### src/rtl/stress_pkg.sv
// Shared types for the stress pattern generator: channel state encoding and
// the packed per-channel configuration record.
package stress_pkg;

    localparam int LEN_W_DEF = 6;
    localparam int NUM_W_DEF = 4;
    localparam int PER_W_DEF = 16;

    typedef enum logic [1:0] {
        ST_IDLE = 2'd0,
        ST_RUN  = 2'd1,
        ST_DONE = 2'd2
    } chan_state_e;

    typedef struct packed {
        logic [LEN_W_DEF-1:0] seg_len;
        logic [LEN_W_DEF-1:0] seg_on;
        logic [NUM_W_DEF-1:0] seg_num;
        logic [PER_W_DEF-1:0] periods;
    } stress_cfg_t;

endpackage

### src/rtl/stress_chan.sv
// One stress channel: staged and active config, IDLE/RUN/DONE FSM, the
// q/s/p position counters and the registered-only stress output.
module stress_chan
    import stress_pkg::*;
(
    input  logic        clk,
    input  logic        rstn,
    input  logic        load,
    input  stress_cfg_t cfg,
    input  logic        start,
    input  logic        stop,
    output chan_state_e state,
    output logic        stress
);

    // Staged copy is written by the config port; the active copy is taken at
    // RUN entry, so a config landing on the same edge as a start waits.
    logic                 loaded;
    logic [LEN_W_DEF-1:0] st_on, st_g_last;
    logic [NUM_W_DEF-1:0] st_s_last;
    logic [PER_W_DEF-1:0] st_n_last;
    logic                 st_cont;

    logic [LEN_W_DEF-1:0] on, g_last;
    logic [NUM_W_DEF-1:0] s_last;
    logic [PER_W_DEF-1:0] n_last;
    logic                 cont;

    logic [LEN_W_DEF-1:0] q;
    logic [NUM_W_DEF-1:0] s;
    logic [PER_W_DEF-1:0] p;

    chan_state_e state_next;
    logic        q_wrap, s_wrap, p_end;

    assign q_wrap = (q == g_last);
    assign s_wrap = (s == s_last);
    assign p_end  = !cont && (p == n_last);

    always_comb begin
        state_next = state;
        case (state)
            ST_IDLE: if (start && !stop && loaded) state_next = ST_RUN;
            ST_RUN: begin
                if (stop)                          state_next = ST_IDLE;
                else if (q_wrap && s_wrap && p_end) state_next = ST_DONE;
            end
            ST_DONE: begin
                if (stop)       state_next = ST_IDLE;
                else if (start) state_next = ST_RUN;
            end
            default: state_next = ST_IDLE;
        endcase
    end

    always_ff @(posedge clk) begin
        if (!rstn) begin
            state     <= ST_IDLE;
            loaded    <= 1'b0;
            st_on     <= '0;
            st_g_last <= '0;
            st_s_last <= '0;
            st_n_last <= '0;
            st_cont   <= 1'b0;
            on        <= '0;
            g_last    <= '0;
            s_last    <= '0;
            n_last    <= '0;
            cont      <= 1'b0;
            q         <= '0;
            s         <= '0;
            p         <= '0;
        end else begin
            state <= state_next;
            if (load) begin
                loaded    <= 1'b1;
                st_on     <= cfg.seg_on;
                st_g_last <= cfg.seg_len - 1'b1;
                st_s_last <= cfg.seg_num - 1'b1;
                st_n_last <= cfg.periods - 1'b1;
                st_cont   <= (cfg.periods == '0);
            end
            if (state != ST_RUN && state_next == ST_RUN) begin
                q      <= '0;
                s      <= '0;
                p      <= '0;
                on     <= st_on;
                g_last <= st_g_last;
                s_last <= st_s_last;
                n_last <= st_n_last;
                cont   <= st_cont;
            end else if (state == ST_RUN) begin
                q <= q_wrap ? '0 : q + 1'b1;
                if (q_wrap) s <= s_wrap ? '0 : s + 1'b1;
                if (q_wrap && s_wrap && !cont) p <= p + 1'b1;
            end
        end
    end

    assign stress = (state == ST_RUN) && (q < on);

endmodule

### src/rtl/stress_pattern_gen.sv
// Multi-channel stress waveform generator: shared config port with
// legality check and error pulse, fanned out to NCH independent channels.
module stress_pattern_gen
    import stress_pkg::*;
#(
    parameter int NCH   = 4,
    parameter int LEN_W = LEN_W_DEF,
    parameter int NUM_W = NUM_W_DEF,
    parameter int PER_W = PER_W_DEF
) (
    input  logic                   clk,
    input  logic                   rstn,
    input  logic                   cfg_valid,
    output logic                   cfg_ready,
    input  logic [$clog2(NCH)-1:0] cfg_ch,
    input  logic [LEN_W-1:0]       cfg_seg_len,
    input  logic [LEN_W-1:0]       cfg_seg_on,
    input  logic [NUM_W-1:0]       cfg_seg_num,
    input  logic [PER_W-1:0]       cfg_periods,
    output logic                   cfg_err,
    input  logic [NCH-1:0]         start,
    input  logic [NCH-1:0]         stop,
    output logic [NCH-1:0]         busy,
    output logic [NCH-1:0]         done,
    output logic [NCH-1:0]         stress_o
);

    localparam int CH_W = $clog2(NCH);

    // Handshake: a config word transfers on any cycle where cfg_valid and
    // cfg_ready are both high; cfg_ready only drops while the target runs.
    stress_cfg_t cfg_in;
    logic        xfer, legal;
    chan_state_e chan_state [NCH];

    assign cfg_in    = '{seg_len: cfg_seg_len, seg_on: cfg_seg_on,
                         seg_num: cfg_seg_num, periods: cfg_periods};
    assign cfg_ready = !busy[cfg_ch];
    assign xfer      = cfg_valid && cfg_ready;
    assign legal     = (cfg_seg_len != '0) && (cfg_seg_num != '0) &&
                       (cfg_seg_on <= cfg_seg_len);

    always_ff @(posedge clk) begin
        if (!rstn) cfg_err <= 1'b0;
        else       cfg_err <= xfer && !legal;
    end

    for (genvar i = 0; i < NCH; i++) begin : g_chan
        stress_chan u_chan (
            .clk    (clk),
            .rstn   (rstn),
            .load   (xfer && legal && (cfg_ch == CH_W'(i))),
            .cfg    (cfg_in),
            .start  (start[i]),
            .stop   (stop[i]),
            .state  (chan_state[i]),
            .stress (stress_o[i])
        );
        assign busy[i] = (chan_state[i] == ST_RUN);
        assign done[i] = (chan_state[i] == ST_DONE);
    end

endmodule

### config.mk
export PLATFORM = sky130hd
export DESIGN_NAME = stress_pattern_gen
export DESIGN_NICKNAME = d
export VERILOG_FILES = /design/src/rtl/stress_pkg.sv /design/src/rtl/stress_chan.sv /design/src/rtl/stress_pattern_gen.sv
export SDC_FILE = /design/constraint.sdc
export NUM_CORES = 1
export LEC_CHECK = 0
export BUFFER_PORTS_ARGS = -buffer_cell sky130_fd_sc_hd__buf_2
export CORE_MARGIN = 3
export CORE_UTILIZATION = 45
export CTS_CLUSTER_DIAMETER = 80
export DETAILED_ROUTE_END_ITERATION = 16
export PLACE_DENSITY = 0.62
export SLEW_MARGIN = 40
export SYNTH_ARGS = -nofsm -noshare
export SYNTH_HDL_FRONTEND = slang
export SYNTH_SLANG_ARGS = --single-unit
### constraint.sdc
create_clock -name clk -period 3.2 [get_ports clk]
set_clock_uncertainty 0.1 [all_clocks]
set_input_delay 0.64 -clock clk [delete_from_list [all_inputs] [get_ports clk]]
set_output_delay 0.64 -clock clk [all_outputs]
set_load 0.005 [all_outputs]
## After elaboration in Yosys (flattened, before gate mapping)

Cells that the tools add are included.

| storage, ports and cells | value |
|---|---|
| output and inout port bits | 14 |
| register bits after elaboration | 381 |

| operators by class | value |
|---|---|
| add/sub/neg operators | 15 |
| magnitude comparators | 6 |
| reduce and logical (&&, ||, !) cells | 71 |
| mux-type cells | 34 |
| bitwise gates (word level) | 1 |
| equal/unequal tests | 31 |

Operator list:

| operator | number |
|---|---|
| $add A16 B1 Y16 const B | 4 |
| $eq A16 B16 Y1 | 4 |
| $logic_and A1 B1 Y1 | 41 |
| $mux W2 | 20 |
| $add A6 B1 Y6 const B | 4 |
| $eq A6 B6 Y1 | 4 |
| $lt A6 B6 Y1 | 4 |
| $mux W6 | 4 |
| $pmux W2 S3 | 4 |
| $eq A2 B1 Y1 const B | 9 |
| $add A4 B1 Y4 const B | 4 |
| $eq A4 B4 Y1 | 4 |
| $logic_not A16 Y1 | 1 |
| $mux W4 | 4 |
| $reduce_and A2 Y1 | 8 |
| $sub A16 B1 Y16 const B | 1 |
| $eq A2 B2 Y1 const B | 6 |
| $logic_not A1 Y1 | 10 |
| $logic_not A2 Y1 | 5 |
| $ne A2 B1 Y1 const B | 4 |
| $reduce_or A2 Y1 | 4 |
| $le A6 B6 Y1 | 1 |
| $reduce_bool A6 Y1 | 1 |
| $sub A6 B1 Y6 const B | 1 |
| 6 further kinds | 6 |

## Logic depth before layout (Yosys ltp)

Gate-level depths: netlist of the first run.

| depth | value |
|---|---|
| word-level depth | 9 |
| depth in mapped cells | 9 |
| mapped depth without buffers | 7 |

## Modules after synthesis

A second synthesis of the first run with hierarchy kept.

| unflattened totals | value |
|---|---|
| cell total of the unflattened synthesis | 2152 |
| area total of the unflattened synthesis | 18039.8 sq um |

Modules (own cells, without submodules):

| module | seq. area each (sq um) | cells an instance | area an instance (sq um) | times used |
|---|---|---|---|---|
| stress_chan (g_chan[0].u_chan ...) | 1901.8 | 523 | 4404.2 | 3 |
| stress_chan (g_chan[3].u_chan) | 1901.8 | 534 | 4439.3 | 1 |
| stress_pattern_gen | 20.0 | 49 | 387.9 | 1 |

## Least setup slack after synthesis of the first run

Ideal clock, no wire load.

| path | value |
|---|---|
| kind | input -> register |
| from | input port cfg_seg_len[4] |
| to | register g_chan[2].u_chan.st_cont |
| setup time | 0.072 ns |
| setup slack | 0.713 ns |
| data arrival time | 2.315 ns |
| buffers on the path | 2 |
| stages | 9 |
| path through | inv_1 ha_1 nand4_1 a221oi_1 a311oi_1 and3_1 buf_2 buf_4 mux2i_1 |

| between the ends | value |
|---|---|
| cells in the longest elaborated chain, start to end | 5 |

RTL lines:

| item | line | RTL |
|---|---|---|
| start, declared | stress_pattern_gen.sv:16 | `input logic [LEN_W-1:0] cfg_seg_len,` |
| parallel branches: the longest is 2 deep, another holds $le A6 B6 Y1 | - |  |
| $logic_and A1 B1 Y1 (*) | stress_pattern_gen.sv:40 | `assign legal = (cfg_seg_len != '0) && (cfg_seg_num != '0) &&` |
| $logic_and A1 B1 Y1 (*) (2 in a row) | stress_pattern_gen.sv:52 | `.load (xfer && legal && (cfg_ch == CH_W'(i))),` |
| end signal, assigned | stress_chan.sv:81 | `st_cont <= (cfg.periods == '0);` |
| end, declared | stress_chan.sv:22 | `logic st_cont;` |

Mark *: on every way between the ends.
A chain may end at the register's enable or synchronous reset.

## Worst setup path in the final report of the first run

| path | value |
|---|---|
| from | register g_chan[3].u_chan.q[1] |
| to | output port stress_o[3] |

| between the ends | value |
|---|---|
| cells in the longest elaborated chain, start to end | 2 |

RTL lines:

| item | line | RTL |
|---|---|---|
| start, declared | stress_chan.sv:29 | `logic [LEN_W_DEF-1:0] q;` |
| start signal, assigned | stress_chan.sv:93 | `q <= q_wrap ? '0 : q + 1'b1;` |
| $lt A6 B6 Y1 | stress_chan.sv:100 | `assign stress = (state == ST_RUN) && (q < on);` |
| $logic_and A1 B1 Y1 | stress_chan.sv:100 |  |
| end, declared | stress_pattern_gen.sv:25 | `output logic [NCH-1:0] stress_o` |

Every way passes these cells.

==> flow_metrics.tcl, run 1 <==
set metrics [dict create \
    seq_area_frac_synth_pct 44.77 \
    port-buffer-count 58 \
    dpl_cell_area_sq_um 17830 \
    ctsHoldBuffers 0 \
    p_per_area_nw_per_um2 554.8 \
    viasPerCell 5.409 \
    slew_headroom_pct 41.55 \
    cts_tree "yes" \
    wl_microns 44100 \
    drt_iter0_markers 898 \
    final_area_sq_um 19380 \
    cts_buffer_depth 3 \
    worst_pin_slew_ns 0.8524 \
    crit_path_end_kind "output port" \
    die_w_microns 200.6 \
    clk_latency_ns 0.54 \
    avgSynthCellArea_sq_um 8.614 \
    rows 70 \
    die_h_microns 200.6 \
    nNetsFinal 2094 \
    cts-resized-gates 0 \
    netlist_instances 1978 \
    fin_tns_setup_ns 0 \
    min_period_ns 2.840 \
    drtPass1Iterations 7 \
    cp.arrival_ns 2.10 \
    leakage_nw 7.826 \
    syn_area_sq_um 17040 \
    cts_root_buf "clkbuf_16" \
    rsz0062_at_grt "false" \
    hold_viol_final 0 \
    hpwl_microns 30230 \
    regArea_sq_um 7627 \
    wl_per_cell_microns 17.36 \
    numCtsBuffers 41 \
    grt_pass1_vias 13624 \
    setup_viol 0 \
    area_growth_pct 13.74 \
    core_area_sq_um 36960 \
    start_kind "register" \
    async_reset_ff_share_pct 0 \
    ys_ff_latch 381 \
    grt_max_degree 96 \
    synth_edf_count 0 \
    htree_levels 2 \
    cts.clk_slew.worst_paths_ns 0.06 \
    num_vias 13745 \
    clock_sinks 381 \
    initial_utilization_pct 46.10 \
    cp_max_fo 5 \
    gp_congestion 0.9117 \
    fin_crit_sh_pct 88.74 \
    antenna_found_initial 1 \
    grt_pass1_wl_microns 71160 \
    multi_input_area_sq_um 8766 \
    maxCapViolCount 0 \
    drive_above_1_share_pct 8.644 \
    overflow 0 \
    post-route-drc-count 0 \
    critPathKind "reg2out" \
    whs_ns 0.2155 \
    grt_usage_pct 21.51 \
    yosysUniqueCellTypes 54 \
    dieArea_sq_um 40230 \
    worstPathRequired_ns 2.46 \
    max_freq_ghz 0.3522 \
    io_pins 59 \
    status "finished, final reports clean" \
    min_path_type "in2reg" \
    yosysWarningCount 0 \
    cts_setup_buffers 0 \
    ir_drop_v 0.0003795 \
    synthesis.nets 2064 \
    maxSlewViolCount 0 \
    fillers 3433 \
    synth-main-ff-cell "dfxtp_1" \
    detail-route-antenna-nets 0 \
]
-- where the power goes --
part | total, mW | internal [mW] | switching, mW
clock | 5.44 | 3.50 | 1.94
sequential | 4.83 | 4.80 | 0.0309
combinational | 0.482 | 0.145 | 0.337
-- per-layer routing --
metal	global-route usage (%)	part of all wire, %	vias to the layer above	wire, microns
li1	-	-	6834	-
met1	28.92	45	6520	19980
met2	35.24	46	311	20200
met3	4.200	6.3	78	2765
met4	6.048	2.4	2	1078
met5	1.310	0.17	-	76
-- per-stage QoR --
stage / utilization (%) / cells / power [mW] / setup WS [ns]
floorplan: - / 1978 / 5.209 / 0.7134
global placement: 48.24 / 2469 / 5.400 / 0.4416
detailed placement: 48.24 / 2469 / 5.406 / 0.3615
CTS: 52.42 / 2540 / 10.84 / 0.3108
global route: 52.42 / 2540 / 11.07 / 0.2168
finish: 52.43 / 2541 / 10.75 / 0.3603
-- path summary, 6_finish.rpt --
path                                              endpoint  slack [ns]                           from  cells after the start
worst max register to register       g_chan[2].u_chan.p[5]        0.57          g_chan[2].u_chan.q[3]                      6
worst min-delay path             g_chan[0].u_chan.state[1]        0.22                       start[0]                      2
worst max-delay path                           stress_o[3]        0.36          g_chan[3].u_chan.q[1]                      6
worst min register to register  g_chan[1].u_chan.n_last[3]        0.35  g_chan[1].u_chan.st_n_last[3]                      2
-- logic make-up (layout without fill, tap and decap cells) --
kind of cell	Yosys count	in the layout	synth area share (%)
other cells	0	1	0
xor+xnor	146	146	7.505
simple gates	823	823	22.36
compound gates	284	284	9.914
fa+ha+maj	41	41	3.011
buf+inv	157	215	3.789
mux	146	146	8.651
flops	381	381	44.77
-- sequential cells by signal (all words and copies together), names as in the netlist, 16 cells and up --
| name | count |
|---|---|
| g_chan.u_chan.q | 24 |
| g_chan.u_chan.n_last | 64 |
| g_chan.u_chan.st_on | 24 |
| g_chan.u_chan.st_s_last | 16 |
| g_chan.u_chan.on | 24 |
| g_chan.u_chan.s | 16 |
| g_chan.u_chan.st_n_last | 64 |
| g_chan.u_chan.s_last | 16 |
| g_chan.u_chan.st_g_last | 24 |
| g_chan.u_chan.g_last | 24 |
| g_chan.u_chan.p | 64 |
-- layout make-up --
cell class / count / area share [%]
Antenna cell: 1 / 0.01291
Clock buffer: 49 / 5.708
Clock inverter: 22 / 2.273
Inverter: 53 / 1.046
Multi-Input combinational cell: 1440 / 45.24
Sequential cell: 381 / 39.36
Tap cell: 504 / 3.254
Timing Repair Buffer: 91 / 3.112
-- placed cells by master (no fill, tap or decap), types with 5 or more instances in the layout --
master | Yosys | layout
nand2_1 | 524 | 524
dfxtp_1 | 381 | 381
a21oi_1 | 171 | 171
mux2i_1 | 145 | 145
xnor2_1 | 84 | 84
nor2_1 | 67 | 67
xor2_1 | 62 | 62
buf_2 | 17 | 57
inv_1 | 49 | 48
ha_1 | 41 | 41
clkbuf_16 | 0 | 41
or4_1 | 39 | 39
nand4_1 | 39 | 39
o211ai_1 | 34 | 34
nand3_1 | 29 | 29
buf_4 | 7 | 29
or3_1 | 23 | 23
o21ai_0 | 22 | 22
nand2b_1 | 16 | 16
nor3_1 | 14 | 14
nor4_1 | 14 | 14
bufinv_16 | 0 | 13
and3_1 | 11 | 10
nand4b_1 | 9 | 9
o31ai_1 | 9 | 9
o41ai_1 | 9 | 9
clkinv_2 | 1 | 8
nor2b_1 | 8 | 8
a21o_1 | 8 | 8
o311ai_0 | 8 | 8
nand3b_1 | 6 | 6
o21a_1 | 5 | 5
clkbuf_8 | 0 | 5
buf_12 | 0 | 5
-- critical path, cell delays in order, from the launching register on --
cell,delay [ns]
dfxtp_1,0.43
ha_1,0.28
a21o_1,0.16
a21o_1,0.18
a211oi_1,0.24
o21a_1,0.17
buf_2,0.11
-- synthesized netlist by cell type, types with 5 or more instances --
cell type / count / area share (%)
and3_1: 11 / 0.40
nor4_1: 14 / 0.51
o41ai_1: 9 / 0.46
xor2_1: 62 / 3.2
ha_1: 41 / 3.0
nand4b_1: 9 / 0.46
nand3_1: 29 / 0.85
nor3_1: 14 / 0.41
a21oi_1: 171 / 5.0
nor2_1: 67 / 1.5
inv_1: 49 / 1.1
mux2i_1: 145 / 8.5
xnor2_1: 84 / 4.3
or4_1: 39 / 1.7
buf_2: 17 / 0.50
buf_4: 7 / 0.31
or3_1: 23 / 0.84
a21o_1: 8 / 0.35
o21ai_0: 22 / 0.65
o21a_1: 5 / 0.22
clkbuf_1: 75 / 1.7
dfxtp_1: 381 / 45
nand3b_1: 6 / 0.26
nand2b_1: 16 / 0.59
o31ai_1: 9 / 0.40
o311ai_0: 8 / 0.41
nor2b_1: 8 / 0.29
nand2_1: 524 / 12
o211ai_1: 34 / 1.5
nand4_1: 39 / 1.4
No activity file was read; power rests on OpenSTA's default activity.
==> run 2: changes to the inputs <==
--- a/config.mk
+++ b/config.mk
@@ -6,11 +6,11 @@
 export NUM_CORES = 1
 export LEC_CHECK = 0
 export BUFFER_PORTS_ARGS = -buffer_cell sky130_fd_sc_hd__buf_2
-export CORE_MARGIN = 3
 export CORE_UTILIZATION = 45
 export CTS_CLUSTER_DIAMETER = 80
 export DETAILED_ROUTE_END_ITERATION = 16
 export PLACE_DENSITY = 0.62
+export SKIP_CTS_REPAIR_TIMING = 1
 export SLEW_MARGIN = 40
 export SYNTH_ARGS = -nofsm -noshare
 export SYNTH_HDL_FRONTEND = slang
==> run 2 against run 1 <==
Largest power group unchanged. Clock power down 7.7%. Maximum frequency decreased by 0.94%. Routed wire length down 1.1%.
==> flow_metrics.tcl, run 2 (same netlist as run 1, synthesis figures left out) <==
set metrics [dict create \
    area_growth_pct 13.22 \
    leakage_nw 7.785 \
    path_depth 6 \
    maxSlewViolCount 0 \
    startpoint "g_chan[0].u_chan.q[1]" \
    critical_path.cell_chain "ha_1 > a21o_1 > a21o_1 > a211oi_1 > o21a_1 > buf_2" \
    grt_max_degree 60 \
    whs_ns 0.2193 \
    whs_path_depth 2 \
    rows 70 \
    slew_headroom_pct 53.47 \
    setup_viol 0 \
    min_path_type "in2reg" \
    overflow 0 \
    nNetsFinal 2098 \
    initial_utilization_pct 46.10 \
    p_comb_share_pct 4.7 \
    ir_drop_v 0.0004160 \
    viasPerCell 5.425 \
    sequentialPowerShare_pct 46.7 \
    port-buffer-count 58 \
    rsz0062_at_grt "false" \
    worst_pin_slew_ns 0.6843 \
    wl_microns 43630 \
    worstHoldStart "start[1]" \
    cpPeakStageDelay_ns 0.43 \
    worstPathRequired_ns 2.46 \
    r2r.worst_path.cells 7 \
    layout_common_cells "nand2_1, dfxtp_1, a21oi_1" \
    p_per_area_nw_per_um2 535.8 \
    cp_max_fo 5 \
    cts_buffer_depth 3 \
    crit_path_end_kind "output port" \
    drive_above_1_share_pct 8.802 \
    cts_root_buf "clkbuf_16" \
    start_kind "register" \
    wl_met2_microns 20280 \
    grt_usage_pct 22.38 \
    crit_slowest_cell "dfxtp_1" \
    max_freq_ghz 0.3488 \
    hpwl_microns 30080 \
    path_buf_inv 1 \
    p_clk_share_pct 48.6 \
    post-route-drc-count 0 \
    cts.clk_slew.worst_paths_ns 0.06 \
    die_h_microns 196.6 \
    hold_viol_final 0 \
    netSwitchingFraction_pct 22.47 \
    highest-signal-layer "met4" \
    dieArea_sq_um 38640 \
    core_area_sq_um 36960 \
    cp_top_family "compound AO/OA/AOI/OAI gates" \
    power.net_switching_mw 2.323 \
    wl_per_cell_microns 17.11 \
    cp_common_cell "a21o_1" \
    cts_tree "yes" \
    grt_pass1_vias 12949 \
    die_w_microns 196.6 \
    r2r-start "g_chan[2].u_chan.q[3]" \
    drt_iter0_markers 943 \
    grt_pass1_wl_microns 68770 \
    fin_tns_setup_ns 0 \
    wl_met1_microns 19680 \
    htree_levels 2 \
    regArea_sq_um 7627 \
    reg_top3 "g_chan.u_chan.n_last: 64 flops, g_chan.u_chan.p: 64 flops, g_chan.u_chan.st_n_last: 64 flops" \
    multi_input_area_sq_um 8770 \
    maxCapViolCount 0 \
    status "finished, final reports clean" \
    gp_congestion 0.9600 \
    met3_length_microns 2743 \
    clock_sinks 381 \
    power.internal_mw 8.013 \
    critPathKind "reg2out" \
    drtPass1Iterations 7 \
    cp.arrival_ns 2.13 \
    numCtsBuffers 41 \
    fin_crit_sh_pct 89.58 \
    num_vias 13833 \
    fillers 3497 \
    min_period_ns 2.867 \
    antenna_found_initial 1 \
    detail-route-antenna-nets 0 \
    clk_latency_ns 0.55 \
    io_pins 59 \
    final_common_cell "nand2_1" \
]
-- run 2: cell types whose count changed in the layout (fill, tap and decap cells not counted), sizes merged --
cell    before  now
clkbuf      49   57
bufinv      13    6
buf         91   95
clkinv       8   11
inv         52   53
-- run 2: final cells by class --
| type | count | area share [%] |
|---|---|---|
| diodes | 1 | 0.01297 |
| inverters | 53 | 1.051 |
| multi-input cells | 1440 | 45.46 |
| clock inverters | 19 | 1.336 |
| flip-flops and latches | 381 | 39.54 |
| repair buffers | 95 | 3.217 |
| clock buffers | 57 | 6.110 |
| well taps | 504 | 3.269 |
-- run 2: power groups by stage --
stage | registers [mW] | clock network (mW) | logic, mW
6_report | 4.83 | 5.02 | 0.486
5_1_grt | 4.83 | 5.32 | 0.516
4_1_cts | 4.83 | 5.11 | 0.477
3_5_place_dp | 4.93 | 0 | 0.475
3_3_place_gp | 4.93 | 0 | 0.470
2_1_floorplan | 4.92 | 0 | 0.285
-- run 2: metrics by stage --
| stage | instances | total power, mW | instance area, sq um | worst slack (ns) | util (%) |
|---|---|---|---|---|---|
| 3_5_place_dp | 2473 | 5.410 | 17850 | 0.2662 | 48.29 |
| 3_3_place_gp | 2473 | 5.404 | 17850 | 0.4055 | 48.29 |
| 2_1_floorplan | 1978 | 5.209 | 17040 | 0.7134 | - |
| 4_1_cts | 2549 | 10.42 | 19280 | 0.2907 | 52.17 |
| 6_report | 2550 | 10.34 | 19290 | 0.3333 | 52.19 |
| 5_1_grt | 2549 | 10.67 | 19290 | 0.2140 | 52.18 |
-- run 2: layer usage --
metal  GRT usage, %  up-vias
met5              0        -
met4          6.173        0
met3          4.466       64
met2          36.64      323
met1          29.95     6596
li1               -     6850
-- run 2: path summary, 6_finish.rpt --
check,slack [ns],to
min,0.22,g_chan[1].u_chan.state[1]
min reg2reg,0.35,g_chan[1].u_chan.n_last[13]
max,0.33,stress_o[0]
max reg2reg,0.84,g_chan[2].u_chan.s[2]
